===== config.mk =====
export PLATFORM = sky130hd
export DESIGN_NAME = if_fetch_ctrl
export DESIGN_NICKNAME = d
export VERILOG_FILES = /design/src/rtl/if_fetch_ctrl.sv
export SDC_FILE = /design/constraint.sdc
export NUM_CORES = 1
export LEC_CHECK = 0
export CAP_MARGIN = 10
export CORE_ASPECT_RATIO = 0.8
export CORE_MARGIN = 1.5
export CORE_UTILIZATION = 40
export DETAILED_ROUTE_END_ITERATION = 10
export MAX_ROUTING_LAYER = met4
export PLACE_DENSITY = 0.89
export SETUP_SLACK_MARGIN = 0.15
export SYNTH_ARGS = -nofsm -noshare
export SYNTH_HDL_FRONTEND = slang
export SYNTH_SLANG_ARGS = --single-unit

===== constraint.sdc =====
create_clock -name clk -period 1.8 [get_ports clk]
set_input_delay 0.36 -clock clk [delete_from_list [all_inputs] [get_ports clk]]
set_output_delay 0.36 -clock clk [all_outputs]
set_load 0.02 [all_outputs]

===== src/rtl/if_fetch_ctrl.sv =====
// Instruction-fetch front end: holds the fetch PC, issues one I-cache request at a time and
// writes each returned instruction pair (with TLB fault flags) into the instruction FIFO.
module if_fetch_ctrl #(
  parameter logic [31:0] RESET_PC = 32'hBFC0_0000
) (
  input  logic        clk,
  input  logic        rst,
  input  logic        redirect_valid,
  input  logic [31:0] redirect_pc,
  input  logic        fifo_full,
  output logic        inst_req,
  output logic [31:0] inst_vaddr,
  input  logic        inst_addr_ok,
  input  logic        inst_data_ok,
  input  logic [31:0] inst_rdata1,
  input  logic [31:0] inst_rdata2,
  input  logic        inst_tlb_refill,
  input  logic        inst_tlb_invalid,
  output logic        write_en1,
  output logic        write_en2,
  output logic [31:0] write_address1,
  output logic [31:0] write_address2,
  output logic [31:0] write_data1,
  output logic [31:0] write_data2,
  output logic        write_tlb_refill1,
  output logic        write_tlb_refill2,
  output logic        write_tlb_invalid1,
  output logic        write_tlb_invalid2
);

  typedef enum logic [2:0] {
    ST_IDLE   = 3'd0,
    ST_REQ    = 3'd1,
    ST_WAIT   = 3'd2,
    ST_CANCEL = 3'd3,
    ST_HALT   = 3'd4
  } state_t;

  state_t      state_q, state_d;
  logic [31:0] pc_q, pc_d;

  logic        wen1_q, wen1_d;
  logic        wen2_q, wen2_d;
  logic [31:0] waddr1_q, waddr1_d;
  logic [31:0] waddr2_q, waddr2_d;
  logic [31:0] wdata1_q, wdata1_d;
  logic [31:0] wdata2_q, wdata2_d;
  logic        wrefill1_q, wrefill1_d;
  logic        winvalid1_q, winvalid1_d;

  logic [31:0] pc_plus4;
  logic [31:0] pc_next_pair;
  logic        fault;
  logic        pair_ok;
  logic        capture;

  assign pc_plus4     = pc_q + 32'd4;
  assign pc_next_pair = {pc_q[31:3] + 29'd1, 3'b000};
  assign fault        = inst_tlb_refill | inst_tlb_invalid;
  // A faulting response or an odd-word PC yields only the first slot.
  assign pair_ok      = ~pc_q[2] & ~fault;

  always_comb begin
    state_d = state_q;
    pc_d    = pc_q;
    capture = 1'b0;
    case (state_q)
      ST_IDLE: begin
        if (redirect_valid) begin
          pc_d = redirect_pc;
        end else if (!fifo_full) begin
          state_d = ST_REQ;
        end
      end
      ST_REQ: begin
        if (redirect_valid) begin
          pc_d    = redirect_pc;
          state_d = inst_addr_ok ? ST_CANCEL : ST_IDLE;
        end else if (inst_addr_ok) begin
          state_d = ST_WAIT;
        end
      end
      ST_WAIT: begin
        if (redirect_valid) begin
          pc_d    = redirect_pc;
          state_d = inst_data_ok ? ST_IDLE : ST_CANCEL;
        end else if (inst_data_ok) begin
          capture = 1'b1;
          if (fault) begin
            state_d = ST_HALT;
          end else begin
            pc_d    = pc_next_pair;
            state_d = ST_IDLE;
          end
        end
      end
      ST_CANCEL: begin
        // The single outstanding response is swallowed here; redirects keep updating pc.
        if (redirect_valid) begin
          pc_d = redirect_pc;
        end
        if (inst_data_ok) begin
          state_d = ST_IDLE;
        end
      end
      ST_HALT: begin
        if (redirect_valid) begin
          pc_d    = redirect_pc;
          state_d = ST_IDLE;
        end
      end
      default: begin
        state_d = ST_IDLE;
      end
    endcase
  end

  always_comb begin
    wen1_d      = 1'b0;
    wen2_d      = 1'b0;
    waddr1_d    = 32'd0;
    waddr2_d    = 32'd0;
    wdata1_d    = 32'd0;
    wdata2_d    = 32'd0;
    wrefill1_d  = 1'b0;
    winvalid1_d = 1'b0;
    if (capture) begin
      wen1_d      = 1'b1;
      waddr1_d    = pc_q;
      wdata1_d    = inst_rdata1;
      wrefill1_d  = inst_tlb_refill;
      winvalid1_d = inst_tlb_invalid;
      if (pair_ok) begin
        wen2_d   = 1'b1;
        waddr2_d = pc_plus4;
        wdata2_d = inst_rdata2;
      end
    end
  end

  always_ff @(posedge clk) begin
    if (rst) begin
      state_q     <= ST_IDLE;
      pc_q        <= RESET_PC;
      wen1_q      <= 1'b0;
      wen2_q      <= 1'b0;
      waddr1_q    <= 32'd0;
      waddr2_q    <= 32'd0;
      wdata1_q    <= 32'd0;
      wdata2_q    <= 32'd0;
      wrefill1_q  <= 1'b0;
      winvalid1_q <= 1'b0;
    end else begin
      state_q     <= state_d;
      pc_q        <= pc_d;
      wen1_q      <= wen1_d;
      wen2_q      <= wen2_d;
      waddr1_q    <= waddr1_d;
      waddr2_q    <= waddr2_d;
      wdata1_q    <= wdata1_d;
      wdata2_q    <= wdata2_d;
      wrefill1_q  <= wrefill1_d;
      winvalid1_q <= winvalid1_d;
    end
  end

  assign inst_req   = (state_q == ST_REQ);
  assign inst_vaddr = pc_q;

  // A redirect arriving with the registered write kills it, since the FIFO is flushed too.
  assign write_en1          = wen1_q & ~redirect_valid;
  assign write_en2          = wen2_q & ~redirect_valid;
  assign write_address1     = waddr1_q;
  assign write_address2     = waddr2_q;
  assign write_data1        = wdata1_q;
  assign write_data2        = wdata2_q;
  assign write_tlb_refill1  = wrefill1_q;
  assign write_tlb_invalid1 = winvalid1_q;
  assign write_tlb_refill2  = 1'b0;
  assign write_tlb_invalid2 = 1'b0;

endmodule


**Word-level counts from Yosys, hierarchy flattened**

Cells that the tools add are included.

- Memories kept: 0
- Bits in writable memories: 0
- Bits in latches: 0
- ROM bits: 0
- Input port bits: 104
- Logic and storage cells: 62
- Register bits after elaboration: 167

- Shift operators: 0
- $mul: 0
- Bitwise logic cells: 9
- Order comparisons: 0
- Mux-type cells: 22
- $add $sub $neg: 2
- Divide/modulo/power cells: 0
- Equal/unequal tests: 12
- Reduce and logical (&&, ||, !) cells: 7

Operators with widths:

| kind | number |
|---|---|
| $mux 32 | 4 |
| $pmux 32 s2 | 1 |
| $add 32x3->32 const B | 1 |
| $add 29x1->29 const B | 1 |
| $mux 3 | 9 |
| $pmux 3 s5 | 1 |
| $ne 2x2->1 const B | 4 |
| $eq 3x2->1 const B | 2 |
| $ne 3x3->1 const B | 2 |
| $reduce_and 6->1 | 1 |
| $mux 1 | 5 |
| $not 1->1 | 5 |
| $mux 2 | 2 |
| $reduce_and 4->1 | 1 |
| $reduce_or 4->1 | 1 |
| $and 1x1->1 | 3 |
| $eq 3x1->1 const B | 1 |
| $eq 3x3->1 const B | 1 |
| $logic_not 3->1 | 1 |
| $ne 3x2->1 const B | 1 |
| $reduce_or 3->1 | 1 |
| $ne 2x1->1 const B | 1 |
| $reduce_bool 2->1 | 1 |
| $reduce_or 2->1 | 1 |
| $or 1x1->1 | 1 |

**Longest topological paths before layout**

Gate-level depths: netlist of run 1.

- Depth in word-level cells: 5
- Mapped depth: 8
- Mapped depth without buffers: 6

**Worst setup path after synthesis of run 1**

No wires, ideal clock.

- Path type: flip-flop to flip-flop
- From: register pc_q[4] (netlist: inst_vaddr[4])
- To: register pc_q[29] (netlist: inst_vaddr[29])
- Path slack: -0.041 ns
- Library setup time: 0.122 ns
- Data arrival time: 1.719 ns
- Path buffers: 1
- Cell stages (with the launch flop): 7
- Cell sequence: dfxtp_1 ha_1 and3_1 and3_1 buf_2 nand3b_1 o311a_1

- Word-level cells in the longest chain between the ends: 5

RTL lines:

| item | RTL line | RTL |
|---|---|---|
| start, declared | 40 | `logic [31:0] pc_q, pc_d;` |
| start signal, assigned | 155 | `pc_q <= pc_d;` |
| $add 29x1->29 | 58 | `assign pc_next_pair = {pc_q[31:3] + 29'd1, 3'b000};` |
| $mux 32 | 89 | `if (fault) begin` |
| $mux 32 | 87 | `end else if (inst_data_ok) begin` |
| $mux 32 | 84 | `if (redirect_valid) begin` |
| $pmux 32 s2 | 67 | `case (state_q)` |

No other way between the ends. The select of a mux whose other input is x is not followed.
A chain may end at the register's enable or synchronous reset.

**Worst setup path in the final report of run 1**

- From: register state_q[0]
- To: register pc_q[15] (netlist: inst_vaddr[15])

- Word-level cells in the longest chain between the ends: 4
- Elaborated cells on any way between the ends: 12
- Those cells by class: 7 x eq/ne; 1 x mux; 4 x reduce/logical

RTL lines:

| item | RTL line | RTL |
|---|---|---|
| start, declared | 39 | `state_t state_q, state_d;` |
| start signal, assigned | 154 | `state_q <= state_d;` |
| $eq 3x1->1 (tied with other cells) | 67 |  |
| $reduce_or 4->1 (no source line) | - |  |
| $ne 2x1->1 (no source line) / $reduce_bool 2->1 (equally long branches) | - |  |
| $reduce_and 4->1 (no source line) | - |  |

Parallel ways exist; a longest one is shown, timed or not.

==> flow_summary.yaml, run 1 <==
yosys:
  ys_ff_latch: 167
  synth_compound_area_frac: 0.109
  synth_common_cells: "167 x dfxtp_1, 66 x and2_1, 55 x nor2_1, 50 x and3_1, 27 x nand2_1"
  ys_seq_area_frac: 0.547
  synthMuxAreaShare: 0.00880
  synthCells: 635
  synth_edf_count: 0
  synth_top_cell_by_area: "dfxtp_1"
  synth_top_area_frac: 0.547
  synth_xor_xnor_area_share: 0.0201
  synth_top_family_by_area: "simple AND/OR/NAND/NOR gates"
  syn_area_sq_mm: 0.00611
  synth-async-reset-ratio: 0
  yosys_warnings: 0
  ys_top_cells_by_area: "dfxtp_1 55%, and2_1 6.8%, and3_1 5.1%, nor2_1 3.4%, a21oi_1 2.1%"
  synth_adder_area_share: 0.00410
  yosysMostFrequentCell: "dfxtp_1"
  ys.flop_type: "dfxtp_1"
  ys_types: 61
  syn_area_per_cell_sq_um: 9.62
  synth-simple-area-share: 0.257
min_path:
  hold_class: "in -> reg"
clocking:
  numCtsBuffers: 17
  clkTransAtPathRegs_ps: 70
  clock_latency_ps: 430
  clock_sinks: 167
  cts_tree: "done"
  htreeDepth: 4
  cts-root-buf: "clkbuf_16"
  clockBufferDepth: 2
floorplanning:
  num_io_pins: 271
  die_area_sq_mm: 0.0160
  num_rows: 40
  die_y_microns: 114
  core_area_sq_mm: 0.0150
  start_util: 0.408
  die_w_microns: 141
drt:
  post_drt_wl_per_cell_microns: 21.2
  vias: 6519
  drt_wl_total_mm: 25.2
  vias_per_cell: 5.48
  ant_nets: 0
  post-route-drc-count: 0
  drt_first_pass_iters: 6
  drtIter0Drc: 741
global_routing:
  grt_pass1_vias: 5937
  grt_util_met3: 0.0756
  grt_usage: 0.288
  busiest_layer: "met2"
  grt_max_degree: 39
  use_met2: 0.468
  antenna_found_initial: 0
  grt_pass1_wl_mm: 33.9
  grt_util_met1: 0.351
  grt-ovfl-total: 0
run_status:
  violations: "negative setup slack"
  status: "complete, but fails checks"
pwr:
  p_int_mw: 6.73
  p_total_mw: 8.87
  ir_worst_vdd_mv: 0.592
  p_sw_frac: 0.241
  powerDensity_mw_per_mm2: 816
  p_leak_nw: 5.21
  clock_power_share: 0.464
  seq_power_share: 0.431
  switchingPower_mw: 2.13
  pwr-share-comb: 0.105
critical_path:
  crit_end: "inst_vaddr[15]"
  worstPathRequired_ps: 2080
  r2r-end: "inst_vaddr[15]"
  cp.arrival_ps: 2110
  worstSetupStartpointType: "flip-flop"
  r2r_cells: 6
  critical_path_class: "reg -> reg"
  r2r-start: "state_q[0]"
  cp_max_fo: 27
  crit_path_end_kind: "flip-flop"
  crit_path_start: "state_q[0]"
  r2r_slack_ps: -30
timing:
  hold_viol: 0
  setup_ws_ps: -30.3
  rsz0062_at_grt: "true"
  fin_crit_ps: 1830
  skew_ps: 11.6
  report.final.slew_viol_count: 0
  fin_crit_sh: 1.02
  max_freq_mhz: 546
  final-setup-viol-count: 1
final_layout:
  final_layout_size_suffix_gt1_frac: 0.282
  seqCellArea_sq_mm: 0.00340
  syn_to_final_growth_pct: 77.8
  fillers: 1006
  antenna_cells: 0
  design_area_sq_mm: 0.0109
  fin_nets: 1094
  multi_input_area_sq_mm: 0.00280
  finalNonFillerCells: 1190
placement:
  dp_cells: 1120
  place.gp.congestion: 0.935
  detailed_place_hpwl_mm: 15.9
  placed_area_sq_mm: 0.00958
  portBuffers: 268
flow_run:
  cap_violations: 0
[metal layers]
metal,vias up,part of all wire
met4,0,0.024
met2,437,0.48
met5,-,0
met3,60,0.10
met1,3117,0.39
li1,2905,-
[metrics by stage]
stage	worst slack (ps)	util	hold WS, ps	TNS, ps
2_1_floorplan	130	-	449	0
3_3_place_gp	-269	0.640	501	-31310
3_5_place_dp	-323	0.640	519	-38500
4_1_cts	-17.5	0.696	482	-39.5
5_1_grt	-81.5	0.726	325	-147
6_report	-30.3	0.726	324	-30.3
[how the worst min path moves through the flow]
stage / startpoint / endpoint / slack (ps) / depth (start not counted)
after floorplan: inst_vaddr[0] / inst_vaddr[0] / 450 / 2
after global placement: inst_vaddr[9] / write_address2[9] / 500 / 2
after detailed placement: inst_vaddr[9] / write_address2[9] / 520 / 2
after CTS: inst_rdata1[13] / write_data1[13] / 480 / 2
after global routing: inst_tlb_invalid / write_tlb_invalid1 / 330 / 3
final: inst_tlb_invalid / write_tlb_invalid1 / 320 / 3
[power by group through the flow]
stage	registers (mW)	clock network (mW)	logic, mW
after floorplan	3.95	0	0.289
after global placement	3.90	0	0.838
after detailed placement	3.91	0	0.853
after CTS	3.82	4.14	0.869
after global routing	3.83	4.32	0.972
final	3.82	4.12	0.927
[cell usage in the layout, fill, tap and decap left out, types with 6 or more instances in the layout]
cell type / count
xnor2_1: 8
xor2_1: 6
a21oi_1: 21
and2_4: 27
clkbuf_2: 13
and3_1: 33
nand3_1: 19
nor3_2: 6
nor3_1: 14
dlygate4sd2_1: 147
dfxtp_1: 145
o32ai_1: 6
nand2_1: 25
nand4_1: 9
and2_1: 39
buf_6: 7
buf_4: 92
and3_4: 17
dfxtp_4: 12
dfxtp_2: 10
clkbuf_16: 24
o21ai_0: 12
nor2_1: 52
buf_12: 9
inv_1: 13
clkdlybuf4s50_1: 99
a211oi_1: 7
[state kept, by name, indices dropped and copies added, names as in the netlist]
signal              count
inst_vaddr             32
write_address1         32
write_address2         32
write_data1            32
write_data2            32
state_q                 3
wen1_q                  1
wen2_q                  1
write_tlb_invalid1      1
write_tlb_refill1       1
[cell type report]
type / instances / area share
Clock inverter: 14 / 0.0211
Inverter: 13 / 0.00449
Clock buffer: 18 / 0.0395
Sequential cell: 167 / 0.313
Multi-Input combinational cell: 399 / 0.257
Timing Repair Buffer: 390 / 0.343
Tap cell: 189 / 0.0218
[worst max-delay path: stages, from the launching register on]
cell and delay (ps):
dfxtp_4 390, mux2i_2 250, or2_1 260, buf_12 210, nor2_1 80, a211oi_1 360
nor3_1 120
[cells by family (layout without fill, tap and decap cells)]
| family | Yosys count | in the layout |
|---|---|---|
| buf+inv | 70 | 435 |
| fa+ha+maj | 2 | 2 |
| flops | 167 | 167 |
| other cells | 1 | 2 |
| mux | 5 | 5 |
| simple gates | 279 | 279 |
| xor+xnor | 14 | 14 |
| compound gates | 97 | 97 |
[repair_timing]
action / 4_1_cts / 5_1_grt
endpoints found under the setup margin: 243 / 162
setup buffers: 8 / 13
hold buffers: 0 / 0
endpoints found under the hold margin: 0 / 0
gates cloned: 5 / 12
gates resized for setup: 236 / 85
pin swaps: 24 / 32
No activity file was read; power rests on OpenSTA's default activity.
==> run 2, diff against run 1 <==
==> constraint.sdc (replaced) <==
create_clock -name clk -period 2.34 [get_ports clk]
set_input_delay 0.468 -clock clk [delete_from_list [all_inputs] [get_ports clk]]
set_output_delay 0.468 -clock clk [all_outputs]
set_load 0.02 [all_outputs]
==> run 2 against run 1 <==
Net effect: cell count is 7.1% lower; first-iteration DRC count is 23% lower; via count is 12% lower; the run now ends clean; sequential cell count stayed put.
==> flow_summary.yaml, run 2 (synthesis gave the netlist of run 1 again) <==
global_routing:
  grt_max_degree: 76
  antenna_found_initial: 0
  grt_pass1_vias: 5296
  grt-ovfl-total: 0
  grt_pass1_wl_mm: 30.3
  grt_usage: 0.257
clocking:
  clock_sinks: 167
  postCtsHoldBufs: 0
  cts_tree: "done"
  cts-root-buf: "clkbuf_16"
  clockBufferDepth: 2
  clock_latency_ps: 420
  htreeDepth: 4
  numCtsBuffers: 17
  clkTransAtPathRegs_ps: 70
pwr:
  p_leak_nw: 3.88
  powerDensity_mw_per_mm2: 645
  ir_worst_vdd_mv: 0.556
final_layout:
  multi_input_area_sq_mm: 0.00245
  final_layout_size_suffix_gt1_frac: 0.0981
  antenna_cells: 0
  fillers: 1194
  fin_nets: 1012
  syn_to_final_growth_pct: 58.8
  layout_commonest_cell: "clkdlybuf4s50_1"
  seqCellArea_sq_mm: 0.00335
  final_cell_mix: "265 x clkdlybuf4s50_1, 162 x dfxtp_1, 66 x and2_1"
  finalNonFillerCells: 1106
drt:
  vias_per_cell: 5.20
  post-route-drc-count: 0
  vias: 5746
  drt_first_pass_iters: 6
  drt_wl_total_mm: 20.2
  drtIter0Drc: 568
  post_drt_wl_per_cell_microns: 18.2
  ant_nets: 0
floorplanning:
  core_area_sq_mm: 0.0150
  die_y_microns: 114
  die_area_sq_mm: 0.0160
  num_rows: 40
  start_util: 0.408
  num_io_pins: 271
  die_w_microns: 141
timing:
  fin_crit_ps: 2120
  setup_ws_ps: 221
  final-setup-viol-count: 0
  max_freq_mhz: 472
  hold_viol: 0
  slew_headroom: 0.541
  fin_worst_hold_slack_ps: 537
  skew_ps: 8.03
  setup_tns_ps: 0
  fin_crit_sh: 0.905
  rsz0062_at_grt: "false"
  report.final.slew_viol_count: 0
  worst_pin_slew_ps: 683
critical_path:
  path_buf_inv: 1
  worstPathRequired_ps: 1870
  cp_cell_sequence: "clkdlybuf4s50_1"
  r2r-end: "inst_vaddr[26]"
  r2r_slack_ps: 240
  slowest_stage: "clkdlybuf4s50_1"
  crit_family: "buffers and inverters"
  worstSetupStartpointType: "flip-flop"
  critical_path.max_stage_delay_ps: 680
  crit_path_end_kind: "primary output"
  cp.arrival_ps: 1650
  cp_max_fo: 9
  r2r_cells: 7
  r2r-start: "inst_vaddr[5]"
  critical_path_class: "reg -> out"
min_path:
  holdPathStages: 2
  worstHoldStart: "inst_vaddr[3]"
  whs_endpoint: "inst_vaddr[3]"
  hold_class: "reg -> reg"
placement:
  portBuffers: 268
  detailed_place_hpwl_mm: 14.6
  dp_cells: 1073
  place.gp.congestion: 0.944
  place_ws_ps: 32.7
flow_run:
  cap_violations: 0
run_status:
  status: "finished, final reports clean"
-- run 2: power breakdown --
part,internal (mW),total [mW],switching (mW)
Clock,1.49,2.71,1.21
Sequential,2.88,2.95,0.0683
Combinational,0.333,0.601,0.269
-- run 2: area by class of cell --
type	count	area share
sequential	167	0.345
timing repair buffer	308	0.315
clock buffer	17	0.0438
multi-input combinational	399	0.253
inverter	13	0.00503
tap	189	0.0244
clock inverter	13	0.0144
-- run 2: worst max-delay path by stage --
stage	from	slack, ps	cells after the start	to
2_1_floorplan	inst_vaddr[4]	500	6	inst_vaddr[29]
3_3_place_gp	redirect_valid	80	6	inst_vaddr[22]
3_5_place_dp	redirect_valid	30	6	inst_vaddr[22]
4_1_cts	inst_vaddr[27]	160	1	inst_vaddr[27]
5_1_grt	inst_vaddr[5]	120	7	inst_vaddr[26]
6_report	inst_vaddr[20]	220	1	inst_vaddr[20]
-- run 2: per-layer routing --
layer  track usage  routed length (microns)  vias to the layer above
li1              -                        -                     2735
met1         0.321                     8360                     2634
met2         0.400                     9230                      345
met3        0.0852                     2180                       32
met4        0.0708                      384                        0
met5             -                        0                        -
-- run 2: per-stage QoR --
| step | power (mW) | area [sq um] | utilization |
|---|---|---|---|
| 3_3_place_gp | 3.60 | 9110 | 0.609 |
| 3_5_place_dp | 3.61 | 9110 | 0.609 |
| 6_report | 6.26 | 9710 | 0.649 |
| 5_1_grt | 6.48 | 9710 | 0.649 |
| 2_1_floorplan | 3.25 | 6110 | - |
| 4_1_cts | 6.30 | 9680 | 0.647 |
-- run 2: repair_timing --
| item | CTS | global route |
|---|---|---|
| pin swaps | 0 | 1 |
| resized for setup | 4 | 5 |
| setup endpoints to repair | 3 | 11 |
| buffers inserted | 0 | 3 |
